[config.mk]
export PLATFORM = sky130hd
export DESIGN_NAME = ex_mem_stage
export DESIGN_NICKNAME = d
export VERILOG_FILES = /design/src/rtl/riscv_pkg.sv /design/src/rtl/skid_buf.sv /design/src/rtl/ex_mem_stage.sv
export SDC_FILE = /design/constraint.sdc
export NUM_CORES = 1
export LEC_CHECK = 0
export ABC_AREA = 1
export BUFFER_PORTS_ARGS = -buffer_cell sky130_fd_sc_hd__buf_2
export CAP_MARGIN = 20
export CORE_MARGIN = 8
export CORE_UTILIZATION = 31
export DETAILED_ROUTE_END_ITERATION = 10
export GPL_TIMING_DRIVEN = 0
export PLACE_DENSITY = 0.47
export REMOVE_ABC_BUFFERS = 1
export SLEW_MARGIN = 5
export SYNTH_ARGS = -nofsm -noshare
export SYNTH_HDL_FRONTEND = slang
export SYNTH_HIERARCHICAL = 1
export SYNTH_SLANG_ARGS = --single-unit
export TNS_END_PERCENT = 10
[constraint.sdc]
create_clock -name clk -period 3.85 [get_ports clk]
set_input_delay 0.5775 -clock clk [delete_from_list [all_inputs] [get_ports clk]]
set_output_delay 0.5775 -clock clk [all_outputs]
set_load 0.05 [all_outputs]
[src/rtl/riscv_pkg.sv]
// riscv_pkg: shared definitions for the EX->MEM boundary.
//   - XLEN and branch funct3 encodings
//   - writeback select (result_src) encoding
//   - buf_state_t: occupancy of the 2-entry skid buffer
//   - exmem_payload_t: everything carried from EX into MEM
//   - branch_cond(): condition evaluation from the ALU flags
package riscv_pkg;

  localparam int XLEN = 32;

  localparam logic [2:0] F3_BEQ  = 3'b000;
  localparam logic [2:0] F3_BNE  = 3'b001;
  localparam logic [2:0] F3_BLT  = 3'b100;
  localparam logic [2:0] F3_BGE  = 3'b101;
  localparam logic [2:0] F3_BLTU = 3'b110;
  localparam logic [2:0] F3_BGEU = 3'b111;

  localparam logic [1:0] RES_ALU = 2'b00;
  localparam logic [1:0] RES_MEM = 2'b01;
  localparam logic [1:0] RES_PC4 = 2'b10;

  typedef enum logic [1:0] {
    EMPTY = 2'd0,
    ONE   = 2'd1,
    TWO   = 2'd2
  } buf_state_t;

  typedef struct packed {
    logic [XLEN-1:0] alu_result;
    logic [XLEN-1:0] write_data;
    logic [XLEN-1:0] pc_plus4;
    logic [4:0]      rd;
    logic            reg_write;
    logic            mem_write;
    logic [1:0]      result_src;
  } exmem_payload_t;

  localparam int PAYLOAD_W = $bits(exmem_payload_t);

  // Encodings 010/011 are not branch conditions: never taken.
  function automatic logic branch_cond(input logic [2:0] funct3,
                                       input logic       zero,
                                       input logic       lt,
                                       input logic       ltu);
    logic cond;
    cond = 1'b0;
    case (funct3)
      F3_BEQ:  cond = zero;
      F3_BNE:  cond = ~zero;
      F3_BLT:  cond = lt;
      F3_BGE:  cond = ~lt;
      F3_BLTU: cond = ltu;
      F3_BGEU: cond = ~ltu;
      default: cond = 1'b0;
    endcase
    return cond;
  endfunction

endpackage

[src/rtl/skid_buf.sv]
// skid_buf: 2-entry valid/ready buffer with a registered in_ready.
//   clk, reset_n          clock / async active-low reset
//   in_valid/in_ready     upstream handshake (in_ready comes straight from a flop)
//   in_data [W]           upstream payload
//   out_valid/out_ready   downstream handshake (out_valid = head occupied)
//   out_data [W]          head payload, held stable while stalled
// The second (skid) entry absorbs the one transfer that can land while
// in_ready is still high from the previous cycle, so out_ready never needs
// a combinational path to in_ready.
module skid_buf
  import riscv_pkg::*;
#(
  parameter int W = 8
) (
  input  logic         clk,
  input  logic         reset_n,
  input  logic         in_valid,
  output logic         in_ready,
  input  logic [W-1:0] in_data,
  output logic         out_valid,
  input  logic         out_ready,
  output logic [W-1:0] out_data
);

  buf_state_t   state_q, state_d;
  logic [W-1:0] head_q, head_d;
  logic [W-1:0] skid_q, skid_d;
  logic         ready_q, ready_d;
  logic         push, pop;

  assign push = in_valid & ready_q;
  assign pop  = (state_q != EMPTY) & out_ready;

  // State register
  always_ff @(posedge clk or negedge reset_n) begin
    if (!reset_n) begin
      state_q <= EMPTY;
      ready_q <= 1'b1;
    end else begin
      state_q <= state_d;
      ready_q <= ready_d;
    end
  end

  // Payload storage
  always_ff @(posedge clk or negedge reset_n) begin
    if (!reset_n) begin
      head_q <= '0;
      skid_q <= '0;
    end else begin
      head_q <= head_d;
      skid_q <= skid_d;
    end
  end

  // Next-state and storage update
  always_comb begin
    state_d = state_q;
    head_d  = head_q;
    skid_d  = skid_q;
    case (state_q)
      EMPTY: begin
        if (push) begin
          state_d = ONE;
          head_d  = in_data;
        end
      end
      ONE: begin
        if (push && pop) begin
          head_d = in_data;          // head leaves, newcomer takes its place
        end else if (push) begin
          state_d = TWO;
          skid_d  = in_data;
        end else if (pop) begin
          state_d = EMPTY;
        end
      end
      TWO: begin
        // ready_q is low here, so push cannot occur
        if (pop) begin
          state_d = ONE;
          head_d  = skid_q;
        end
      end
      default: state_d = EMPTY;
    endcase
    // Ready for next cycle is decided from the next state, keeping it a flop.
    ready_d = (state_d != TWO);
  end

  // Outputs
  always_comb begin
    in_ready  = ready_q;
    out_valid = (state_q != EMPTY);
    out_data  = head_q;
  end

endmodule

[src/rtl/ex_mem_stage.sv]
// ex_mem_stage: EX->MEM pipeline boundary with branch/jump resolution.
//   clk, reset_n                 clock / async active-low reset
//   ex_valid/ex_ready            EX handshake
//   ex_alu_result, ex_zero/lt/ltu ALU result and compare flags
//   ex_branch/jump/jalr, funct3  control-transfer kind and condition
//   ex_pc_target, ex_pc_plus4    PC+imm target and link value
//   ex_write_data, ex_rd, ex_reg_write, ex_mem_write, ex_result_src  payload
//   mem_valid/mem_ready, mem_*   MEM handshake and head-entry payload
//   redirect_valid/redirect_pc   one-cycle taken-transfer pulse + target;
//                                also flushes IF/ID and ID/EX
// Fetch always predicts not-taken, so every taken transfer redirects. While
// the redirect pulse is high, whatever EX presents is wrong-path: it is
// consumed (ex_ready forced high) but neither buffered nor evaluated.
module ex_mem_stage
  import riscv_pkg::*;
(
  input  logic            clk,
  input  logic            reset_n,
  input  logic            ex_valid,
  output logic            ex_ready,
  input  logic [XLEN-1:0] ex_alu_result,
  input  logic            ex_zero,
  input  logic            ex_lt,
  input  logic            ex_ltu,
  input  logic            ex_branch,
  input  logic            ex_jump,
  input  logic            ex_jalr,
  input  logic [2:0]      ex_funct3,
  input  logic [XLEN-1:0] ex_pc_target,
  input  logic [XLEN-1:0] ex_pc_plus4,
  input  logic [XLEN-1:0] ex_write_data,
  input  logic [4:0]      ex_rd,
  input  logic            ex_reg_write,
  input  logic            ex_mem_write,
  input  logic [1:0]      ex_result_src,
  output logic            mem_valid,
  input  logic            mem_ready,
  output logic [XLEN-1:0] mem_alu_result,
  output logic [XLEN-1:0] mem_write_data,
  output logic [XLEN-1:0] mem_pc_plus4,
  output logic [4:0]      mem_rd,
  output logic            mem_reg_write,
  output logic            mem_mem_write,
  output logic [1:0]      mem_result_src,
  output logic            redirect_valid,
  output logic [XLEN-1:0] redirect_pc
);

  logic            redirect_valid_q, redirect_valid_d;
  logic [XLEN-1:0] redirect_pc_q, redirect_pc_d;
  logic            squash;
  logic            buf_in_ready;
  logic            accept;
  logic            taken;
  exmem_payload_t  in_pl, out_pl;

  assign squash   = redirect_valid_q;
  assign ex_ready = buf_in_ready | squash;
  // Only a non-squashed transfer is real; it is also what the buffer pushes.
  assign accept   = ex_valid & buf_in_ready & ~squash;

  always_comb begin
    in_pl            = '0;
    in_pl.alu_result = ex_alu_result;
    in_pl.write_data = ex_write_data;
    in_pl.pc_plus4   = ex_pc_plus4;
    in_pl.rd         = ex_rd;
    in_pl.reg_write  = ex_reg_write;
    in_pl.mem_write  = ex_mem_write;
    in_pl.result_src = ex_result_src;
  end

  skid_buf #(
    .W(PAYLOAD_W)
  ) u_skid_buf (
    .clk      (clk),
    .reset_n  (reset_n),
    .in_valid (ex_valid & ~squash),
    .in_ready (buf_in_ready),
    .in_data  (in_pl),
    .out_valid(mem_valid),
    .out_ready(mem_ready),
    .out_data (out_pl)
  );

  assign mem_alu_result = out_pl.alu_result;
  assign mem_write_data = out_pl.write_data;
  assign mem_pc_plus4   = out_pl.pc_plus4;
  assign mem_rd         = out_pl.rd;
  assign mem_reg_write  = out_pl.reg_write;
  assign mem_mem_write  = out_pl.mem_write;
  assign mem_result_src = out_pl.result_src;

  // Branch/jump resolution
  always_comb begin
    taken = ex_jump | ex_jalr |
            (ex_branch & branch_cond(ex_funct3, ex_zero, ex_lt, ex_ltu));
    redirect_valid_d = accept & taken;
    redirect_pc_d    = redirect_pc_q;
    if (redirect_valid_d) begin
      // JALR target must be halfword-aligned: clear bit 0 of rs1+imm.
      redirect_pc_d = ex_jalr ? {ex_alu_result[XLEN-1:1], 1'b0} : ex_pc_target;
    end
  end

  always_ff @(posedge clk or negedge reset_n) begin
    if (!reset_n) begin
      redirect_valid_q <= 1'b0;
      redirect_pc_q    <= '0;
    end else begin
      redirect_valid_q <= redirect_valid_d;
      redirect_pc_q    <= redirect_pc_d;
    end
  end

  assign redirect_valid = redirect_valid_q;
  assign redirect_pc    = redirect_pc_q;

endmodule

==> results.txt, run 1 <==
In this run, the combinational gates consume 46.6% of the power. The worst register-to-register path ends at u_skid_buf/in_ready$_DFF_PN1_. In the synthesized netlist, the cells that appear most often are nand2_1, dfrtp_1, nand3_1, clkbuf_1, buf_2. Along the worst hold path, the cell count comes to 3.

Once detail routing completed, the nets flagged for antenna violations numbered 0. The cell at the root of the clock tree is clkbuf_16. The distinct cell type count after synthesis was 24; the share of total power consumed by net switching was 48.8%. For this block, the via count after detailed routing is 10400.

Of all nets on the critical path, the largest fanout is 106. The placed instances occupy a cell area of 0.0134 mm2. The run gives 0.00678 W as the total net switching power.

Entering global routing, the biggest net connects 107 pins. The finished cells cover 0.0144 mm2. At the end of the flow, the number of nets in the layout was 1854. The final layout contains routed wiring with a total length of 37.8 mm. In the synthesized netlist the dominant register cell turns out to be dfrtp_1. The share of the core filled with cells in the final layout was 39.5%; the number of synthesized flops with an enable pin was 0. The synthesized design contains 246 register bits. The count of standard-cell rows is 70, and the post-CTS setup buffer count is 0. For the boundary pin count, the log shows 290. The tools report the data required time of the worst path as 4340 ps. The source of the worst register-to-register timing path was u_skid_buf/state_q[1]$_DFF_PN0_.

The die height was 208 um; the area added between synthesis and finish was 26.0%. TritonCTS built the clock tree. The critical path buffer and inverter count came out at 4.

The logs give 1 for the cts-stage hold buffer count and 246 for the number of sinks handled by clock tree synthesis. The first global-routing pass estimated 61.8 mm of wire. The clock latency of the later-clocked register in the worst-skew pair is 560 ps, and the proportion of layout cells with a drive suffix above 1 is 22.9%.

In the routed design, unresolved DRC markers number 0. The peak supply drop was 0.000404 V; the number of gates resized after cts was 0. Synthesis produced a netlist whose cell count is 1469. The slowest library cell on the worst path was dfrtp_4.

The slew of the pin with the lowest slew margin was 1030 ps; the initial standard-cell utilization of the core was 31.4%. For the achievable frequency, the log shows 325 MHz. At the worst endpoint, the arrival time is 3570 ps. The worst hold path begins at ex_pc_plus4[8]. The area inside the core boundary was 0.0365 mm2; the floorplan die area was 0.0433 mm2.

Averaged over all synthesized cells, the footprint is 7.80 um2. The tools report the overall global routing resource usage as 17.3%. By startpoint and endpoint, the worst setup path is classified as flip-flop to flip-flop. The total instance count after detailed placement came out at 2138. The via count of the first global-routing pass is 10700, and the fraction of post-synthesis cell area in the top cell type by area is 53.5%. The most common cell in the synthesized netlist is nand2_1. The finished layout holds 2196 standard cells, fillers aside. The first TritonRoute pass finished after 5 iterations.

After filler insertion, the fill cell instance count of the layout stands at 3852. The count of pins over their slew limit was 0; the worst clock skew on the final layout was 24.7 ps. The worst register-to-register path has a setup slack of 770 ps. Summed over all nets, the half-perimeter wirelength after detailed placement is 23.4 mm. The tools report the launching element type of the critical path as a flip-flop.

Routability-driven placement finished with a final weighted congestion of 0.722. The worst path needs 3080 ps of the cycle, external delays included. The family with the most delay on the worst path is simple AND/OR/NAND/NOR gates.

The clock network is responsible for 20.9% of the overall power. Setup repair after global routing left no endpoint under its margin. The tools report the buffer depth of the longest clock path as 3. Cell repeated most along the worst path: buf_16. The share of total power dissipated in sequential elements is 32.5%. The post-synthesis sequential area ratio came out at 53.8%. The worst path uses 80.0% of the clock period. After global routing the overflow that remains totals 0. The kind of capture point of the worst setup path is a flip-flop. For the total count of hold-check failures in the final report, the log shows 0.

The area of the mapped netlist is 0.0115 mm2. The tools report the leakage power summed over all cells as 8.13 nW. Summed over all instances, the cell type with the most area after synthesis is dfrtp_1. The count of yosys warnings during synthesis was 6. The async set or reset register ratio after synthesis was 100%.

Routed wire length per instance: 17.2 um. In this design, the stage delay of the slowest critical-path cell is 740 ps. The type of the most critical hold path is input pin to flip-flop. The count of input and output buffers was 289.

The average via count per standard cell is 4.72, and the depth of the worst register-to-register path is 8. TritonCTS buffer count: 31. The clock-pin slew of the registers on the worst-case setup and hold paths came out at 60 ps. The logs give 1 for the count of H-tree levels built during CTS and 0.00711 W for the design internal power. After the first detailed-routing iteration, the DRC count stood at 636. The max-capacitance violation count is 0. The flow ran to the end, and the final reports show no timing, DRC or antenna violations. The endpoint of the worst hold-timing path is u_skid_buf/skid_q[17]$_DFFE_PN0P_. The die is 208 um wide. The power per unit of standard cell area was 963 mW/mm2. Traced cell by cell, the critical path runs through buf_16 > inv_2 > nand2_1 > nor2_4 > buf_16 > nand2_8 > o21ai_0 > inv_1.

Setup violations remaining at the end of the flow were counted as 0. In this run the tightest slew margin relative to its limit is 31.5%. Sorting the synthesized cells by area gives the leading types as dfrtp_1, nand2_1, nand3_1.

Number of antenna violations at the first check in global routing: 1.
logic make-up (layout without fill, tap and decap cells):
group	count (synthesis)	after routing	synth area share (%)
flip-flops	246	246	53.8
multiplexers	31	31	3.05
AO/OA/AOI/OAI	2	2	0.0874
buffers and inverters	114	372	4.63
AND/OR/NAND/NOR	1076	1076	38.5
other	0	1	0
worst reg2reg max path, delay by kind of cell, from the launching register on:
kind | cells | cell delay, ps
DFF | 1 | 740
buffers and inverters | 4 | 760
and+or+nand+nor | 3 | 1140
AOI/OAI and AO/OA | 1 | 370
layout by cell type, fill, tap and decap left out:
| cell | count |
|---|---|
| nand2_1 | 813 |
| inv_2 | 1 |
| o21ai_0 | 2 |
| clkinv_2 | 2 |
| or2_2 | 1 |
| inv_1 | 9 |
| or2_0 | 1 |
| dlygate4sd3_1 | 1 |
| nor2_4 | 3 |
| clkinvlp_4 | 1 |
| buf_12 | 6 |
| dfrtp_1 | 244 |
| inv_4 | 2 |
| dfstp_2 | 1 |
| mux2_2 | 31 |
| nand2_4 | 2 |
| nor2_1 | 6 |
| diode_2 | 1 |
| bufinv_16 | 2 |
| buf_8 | 1 |
| buf_16 | 8 |
| nand2_2 | 1 |
| dfrtp_4 | 1 |
| nand3_1 | 245 |
| clkbuf_16 | 31 |
| clkbuf_8 | 9 |
| clkbuf_1 | 10 |
| nand2_8 | 2 |
| nand4_1 | 1 |
| inv_6 | 1 |
| buf_2 | 288 |
| nand3_4 | 1 |
layout make-up:
type                    instances  area (um2)  share of cell area, %
multi-input cells            1109        4800                   33.3
repair buffers                304        1810                   12.5
clock buffers                  50         937                   6.50
well taps                     468         586                   4.06
clock inverters                 6        86.3                  0.598
diodes                          1        2.50                 0.0173
inverters                      12        50.0                  0.347
flip-flops and latches        246        6160                   42.7
per-layer routing:
| layer | track usage [%] | share of wire [%] | vias to the layer above |
|---|---|---|---|
| met1 | 23.3 | 46 | 4898 |
| met2 | 27.9 | 45 | 308 |
| met5 | 0 | 0.045 | - |
| met3 | 4.51 | 7.3 | 44 |
| li1 | - | - | 5106 |
| met4 | 3.45 | 1.5 | 2 |
power groups by stage:
stage          clock [W]  sequential (W)  combinational (W)
2_1_floorplan          0         0.00684            0.00213
3_3_place_gp           0         0.00459            0.00644
3_5_place_dp           0         0.00453            0.00659
4_1_cts          0.00301         0.00451            0.00660
5_1_grt          0.00310         0.00467            0.00710
6_report         0.00290         0.00451            0.00647
worst max-delay path by stage:
stage | start | to | slack (ps) | cells past startpoint
6_report | u_skid_buf/state_q[1]$_DFF_PN0_ | u_skid_buf/in_ready$_DFF_PN1_ | 770 | 8
5_1_grt | u_skid_buf/state_q[1]$_DFF_PN0_ | u_skid_buf/skid_q[6]$_DFFE_PN0P_ | 590 | 8
4_1_cts | u_skid_buf/state_q[1]$_DFF_PN0_ | u_skid_buf/in_ready$_DFF_PN1_ | 700 | 8
3_5_place_dp | u_skid_buf/state_q[1]$_DFF_PN0_ | u_skid_buf/in_ready$_DFF_PN1_ | 720 | 8
3_3_place_gp | u_skid_buf/state_q[1]$_DFF_PN0_ | u_skid_buf/in_ready$_DFF_PN1_ | -5470 | 3
2_1_floorplan | u_skid_buf/state_q[1]$_DFF_PN0_ | u_skid_buf/in_ready$_DFF_PN1_ | -860 | 3
per-stage QoR:
| step | hold WS (ps) | setup WS, ps | setup TNS [ps] | power [W] |
|---|---|---|---|---|
| 3_3_place_gp | 449 | -5470 | -1688370 | 0.0110 |
| 3_5_place_dp | 453 | 719 | 0 | 0.0111 |
| 6_report | 258 | 769 | 0 | 0.0139 |
| 5_1_grt | 251 | 587 | 0 | 0.0149 |
| 2_1_floorplan | 282 | -859 | -129070 | 0.00897 |
| 4_1_cts | 223 | 702 | 0 | 0.0141 |
flip-flops by register name, indices dropped and copies added (netlist names):
name,count
redirect_pc,32
redirect_valid,1
u_skid_buf/in_ready,1
u_skid_buf/out_data,105
u_skid_buf/skid_q,105
u_skid_buf/state_q,2
Power figures use the tool's default switching activity.
==> run 2: changes to the inputs <==
--- a/config.mk
+++ b/config.mk
@@ -12,7 +12,7 @@
 export CORE_UTILIZATION = 31
 export DETAILED_ROUTE_END_ITERATION = 10
 export GPL_TIMING_DRIVEN = 0
-export PLACE_DENSITY = 0.47
+export PLACE_DENSITY = 0.49
 export REMOVE_ABC_BUFFERS = 1
 export SLEW_MARGIN = 5
 export SYNTH_ARGS = -nofsm -noshare
==> constraint.sdc (replaced) <==
create_clock -name clk -period 2.8 [get_ports clk]
set_input_delay 0.42 -clock clk [delete_from_list [all_inputs] [get_ports clk]]
set_output_delay 0.42 -clock clk [all_outputs]
set_load 0.05 [all_outputs]
==> run 2 against run 1 <==
Via count is 0.52% lower. Clock skew is 14 ps lower. Worst hold slack worse by 150 ps. Critical path depth is 2 lower. Die area stayed put. First-iteration DRC count is 2.2% higher. Maximum frequency is 19% higher. Setup slack worse by 550 ps. Core utilization hardly changed. Clock-buffer cell count is 6 lower. Sequential share of layout area hardly changed. Largest power group unchanged.
==> results.txt, run 2 (synthesis results as in run 1) <==
The flow ran to the end, and the final reports show no timing, DRC or antenna violations. The tools report the share of total power in sequential cells as 32.6% (was 32.5%). The area added between synthesis and finish is 26.0% (about the same), and the total instance count after detailed placement is 2139 (was 2138).

TritonCTS built the clock tree. The clock period minus final worst setup slack came out at 2580 ps (was 3080 ps). Slowest library cell on the worst path: dfrtp_4 (unchanged). Launching element type of the critical path: a flip-flop (unchanged). The clock-pin slew of the registers on the worst-case setup and hold paths is 60 ps (about the same), and the max-capacitance violation count is 0 (unchanged). Critical path start-end classification: flip-flop to flip-flop (unchanged).

The arrival time at the worst endpoint is 3010 ps (was 3570 ps), and the slew of the pin with the lowest slew margin is 1050 ps (was 1030 ps). The critical path buffer and inverter count came out at 1 (was 4). The total net switching power is 0.00939 W (was 0.00678 W). Critical path launch point: u_skid_buf/state_q[1]$_DFF_PN0_ (unchanged).

The number of sinks handled by clock tree synthesis came out at 246 (unchanged). Depth of the worst register-to-register path: 6 (was 8). The boundary pin count was 290 (unchanged); the largest fanout of any net on the critical path was 53 (was 106).

The number of nets still failing antenna checks after routing came out at 0 (unchanged). The share of total power consumed by net switching was 49.2% (was 48.8%); the floorplan die area was 0.0433 mm2 (unchanged). The power per unit of standard cell area was 1320 mW/mm2 (was 963 mW/mm2). For the area inside the core boundary, the log shows 0.0365 mm2 (unchanged). The family with the most delay on the worst path was simple AND/OR/NAND/NOR gates (unchanged). The routed wire length per instance was 17.3 um (was 17.2 um). The tools report the cell at the root of the clock tree as clkbuf_16 (unchanged). The tools report the final instance area as 0.0144 mm2 (about the same).

The cell repeated most along the worst path is nand2_1 (was buf_16). For the tightest hold margin, the log shows 108 ps (was 258 ps). The width of the chip was 208 um (unchanged); the count of standard-cell rows was 70 (unchanged). The run gives 10300 (was 10400) as the via count. The type of the most critical hold path is input pin to flip-flop (unchanged). Achievable frequency: 388 MHz (was 325 MHz).

The proportion of layout cells with a drive suffix above 1 was 23.2% (was 22.9%); the average via count per standard cell was 4.69 (was 4.72). The relative slew slack was 29.5% (was 31.5%). The kind of capture point of the worst setup path was a flip-flop (unchanged).

The count of input and output buffers is 289 (unchanged), and the die height is 208 um (unchanged). The post-CTS setup buffer count was 0 (unchanged); the number of nets in the layout was 1855 (was 1854). The sum of net half-perimeters after detailed placement was 23.5 mm (was 23.4 mm); the cell count of the worst hold path was 3 (unchanged).

The run gives 0.00970 W (was 0.00711 W) as the design internal power. Worst clock skew on the final layout: 11.0 ps (was 24.7 ps). The filler-free cell count of the finished design was 2197 (was 2196). The run gives 650 (was 636) as the count of routing violations after the opening detailed-route iteration.

The final setup violation count was 0 (unchanged). The logs give 0 (unchanged) for the DRC violations left and 47.1% (was 46.6%) for the power share of the combinational group. The number of iterations in the first detailed-routing pass came out at 5 (unchanged). The final clock period utilization by the worst path came out at 92.1% (was 80.0%). The layout filler cell count came out at 3846 (was 3852). Worst reg2reg path endpoint: u_skid_buf/skid_q[53]$_DFFE_PN0P_ (was u_skid_buf/in_ready$_DFF_PN1_). The tools report the peak supply drop as 0.000673 V (was 0.000404 V). The TritonCTS buffer count was 30 (was 31); the overall global routing resource usage was 17.4% (was 17.3%). The delay of the slowest cell on the worst path was 740 ps (about the same); the overall routed net length was 38.1 mm (was 37.8 mm).

The logs give 560 ps (about the same) for the clock latency of the later-clocked register in the worst-skew pair and 0 (unchanged) for the count of pins over their slew limit. The logs give 8.15 nW (was 8.13 nW) for the leakage power summed over all cells and 0 (was 1) for the number of antenna repair diodes. The tools report the source of the worst register-to-register timing path as u_skid_buf/state_q[1]$_DFF_PN0_ (unchanged). The buffer depth of the longest clock path was 3 (unchanged); the data required time of the worst path was 3230 ps (was 4340 ps).

The run gives 2 (was 1) as the number of antenna violations at the first check in global routing. Most used cells in the layout excluding fill and tap cells: nand2_1, buf_2, nand3_1, dfrtp_1 (unchanged). Most common cell after layout, fill and taps aside: nand2_1 (unchanged). The source of the worst hold timing path is ex_write_data[6] (was ex_pc_plus4[8]). The total grt overflow was 0 (unchanged).

The total count of hold-check failures in the final report was 0 (unchanged). The initial standard-cell utilization of the core was 31.4% (unchanged). Series of cell instances along the critical path: inv_2 > nand2_1 > nor2_4 > nand2_4 > nand2_1 > nand2_1 (was buf_16 > inv_2 > nand2_1 > nor2_4 > buf_16 > nand2_8 > o21ai_0 > inv_1).

For the pin count of the biggest net entering global routing, the log shows 107 (unchanged). The placed standard-cell area is 0.0134 mm2 (about the same), and the reg-to-reg setup timing slack is 220 ps (was 770 ps). The clock network fraction of design power was 20.3% (was 20.9%). The endpoint of the worst hold-timing path is u_skid_buf/skid_q[47]$_DFFE_PN0P_ (was u_skid_buf/skid_q[17]$_DFFE_PN0P_). First-pass GRT wire length: 62.0 mm (was 61.8 mm).

Setup repair after global routing left no endpoint under its margin. The logs give 0.724 (was 0.722) for the routability-driven placement congestion ratio and 1 (unchanged) for the count of H-tree levels built during CTS. For the via count of the first global-routing pass, the log shows 10800 (was 10700).
==> run 2: cell count changes in the layout (fill, tap and decap cells not counted), sizes merged <==
| cell | previous run | this run |
|---|---|---|
| buf | 303 | 304 |
| diode | 1 | 0 |
| clkinvlp | 1 | 0 |
| nand2 | 818 | 819 |
| clkinv | 2 | 10 |
| clkbuf | 50 | 44 |
| bufinv | 2 | 1 |
==> run 2: cell type report <==
class | instances | area (um2) | share of cell area, %
Clock inverter | 12 | 92.6 | 0.642
Inverter | 12 | 55.1 | 0.381
Sequential cell | 246 | 6160 | 42.7
Timing Repair Buffer | 305 | 1830 | 12.7
Multi-Input combinational cell | 1110 | 4810 | 33.3
Clock buffer | 44 | 895 | 6.20
Tap cell | 468 | 586 | 4.06
==> run 2: timing repair <==
action / CTS / global route
hold endpoints to repair: 68 / 0
hold buffers: 1 / 0
endpoints found under the setup margin: 0 / 92
gates resized for setup: 0 / 1
==> run 2: per-layer routing <==
metal  track usage [%]  vias to the layer above  share of wire [%]
met5                 0                        -              0.071
met4              3.21                        4                1.7
met3              5.31                       47                7.6
met2              28.0                      299                 45
met1              23.1                     4857                 45
li1                  -                     5097                  -
==> run 2: how the worst max path moves through the flow <==
stage	endpoint	slack (ps)	cells after the start
final	u_skid_buf/skid_q[53]$_DFFE_PN0P_	220	6
after global routing	u_skid_buf/out_data[34]$_DFFE_PN0P_	20	8
after CTS	u_skid_buf/in_ready$_DFF_PN1_	90	6
after detailed placement	u_skid_buf/in_ready$_DFF_PN1_	110	6
after global placement	u_skid_buf/in_ready$_DFF_PN1_	-6530	3
after floorplan	u_skid_buf/in_ready$_DFF_PN1_	-1910	3
==> run 2: metrics by stage <==
step / worst slack, ps / util (%) / total power [W] / setup TNS (ps)
after global routing: 24.0 / 39.5 / 0.0204 / 0
after CTS: 87.1 / 39.5 / 0.0194 / 0
after global placement: -6530 / 35.6 / 0.0150 / -2125810
after detailed placement: 107 / 36.7 / 0.0154 / 0
after floorplan: -1910 / - / 0.0123 / -352760
final: 221 / 39.5 / 0.0191 / 0
==> run 2: worst min-delay path, cell delays in order <==
cell and delay [ps]:
buf_2 90, nand3_1 60, nand2_1 60
==> run 2: power by group through the flow <==
stage                     sequential (W)  combinational [W]  clock (W)
final                            0.00622            0.00899    0.00387
after floorplan                  0.00941            0.00293          0
after global routing             0.00644            0.00985    0.00415
after detailed placement         0.00626            0.00914          0
after CTS                        0.00623            0.00914    0.00401
after global placement           0.00631            0.00873          0
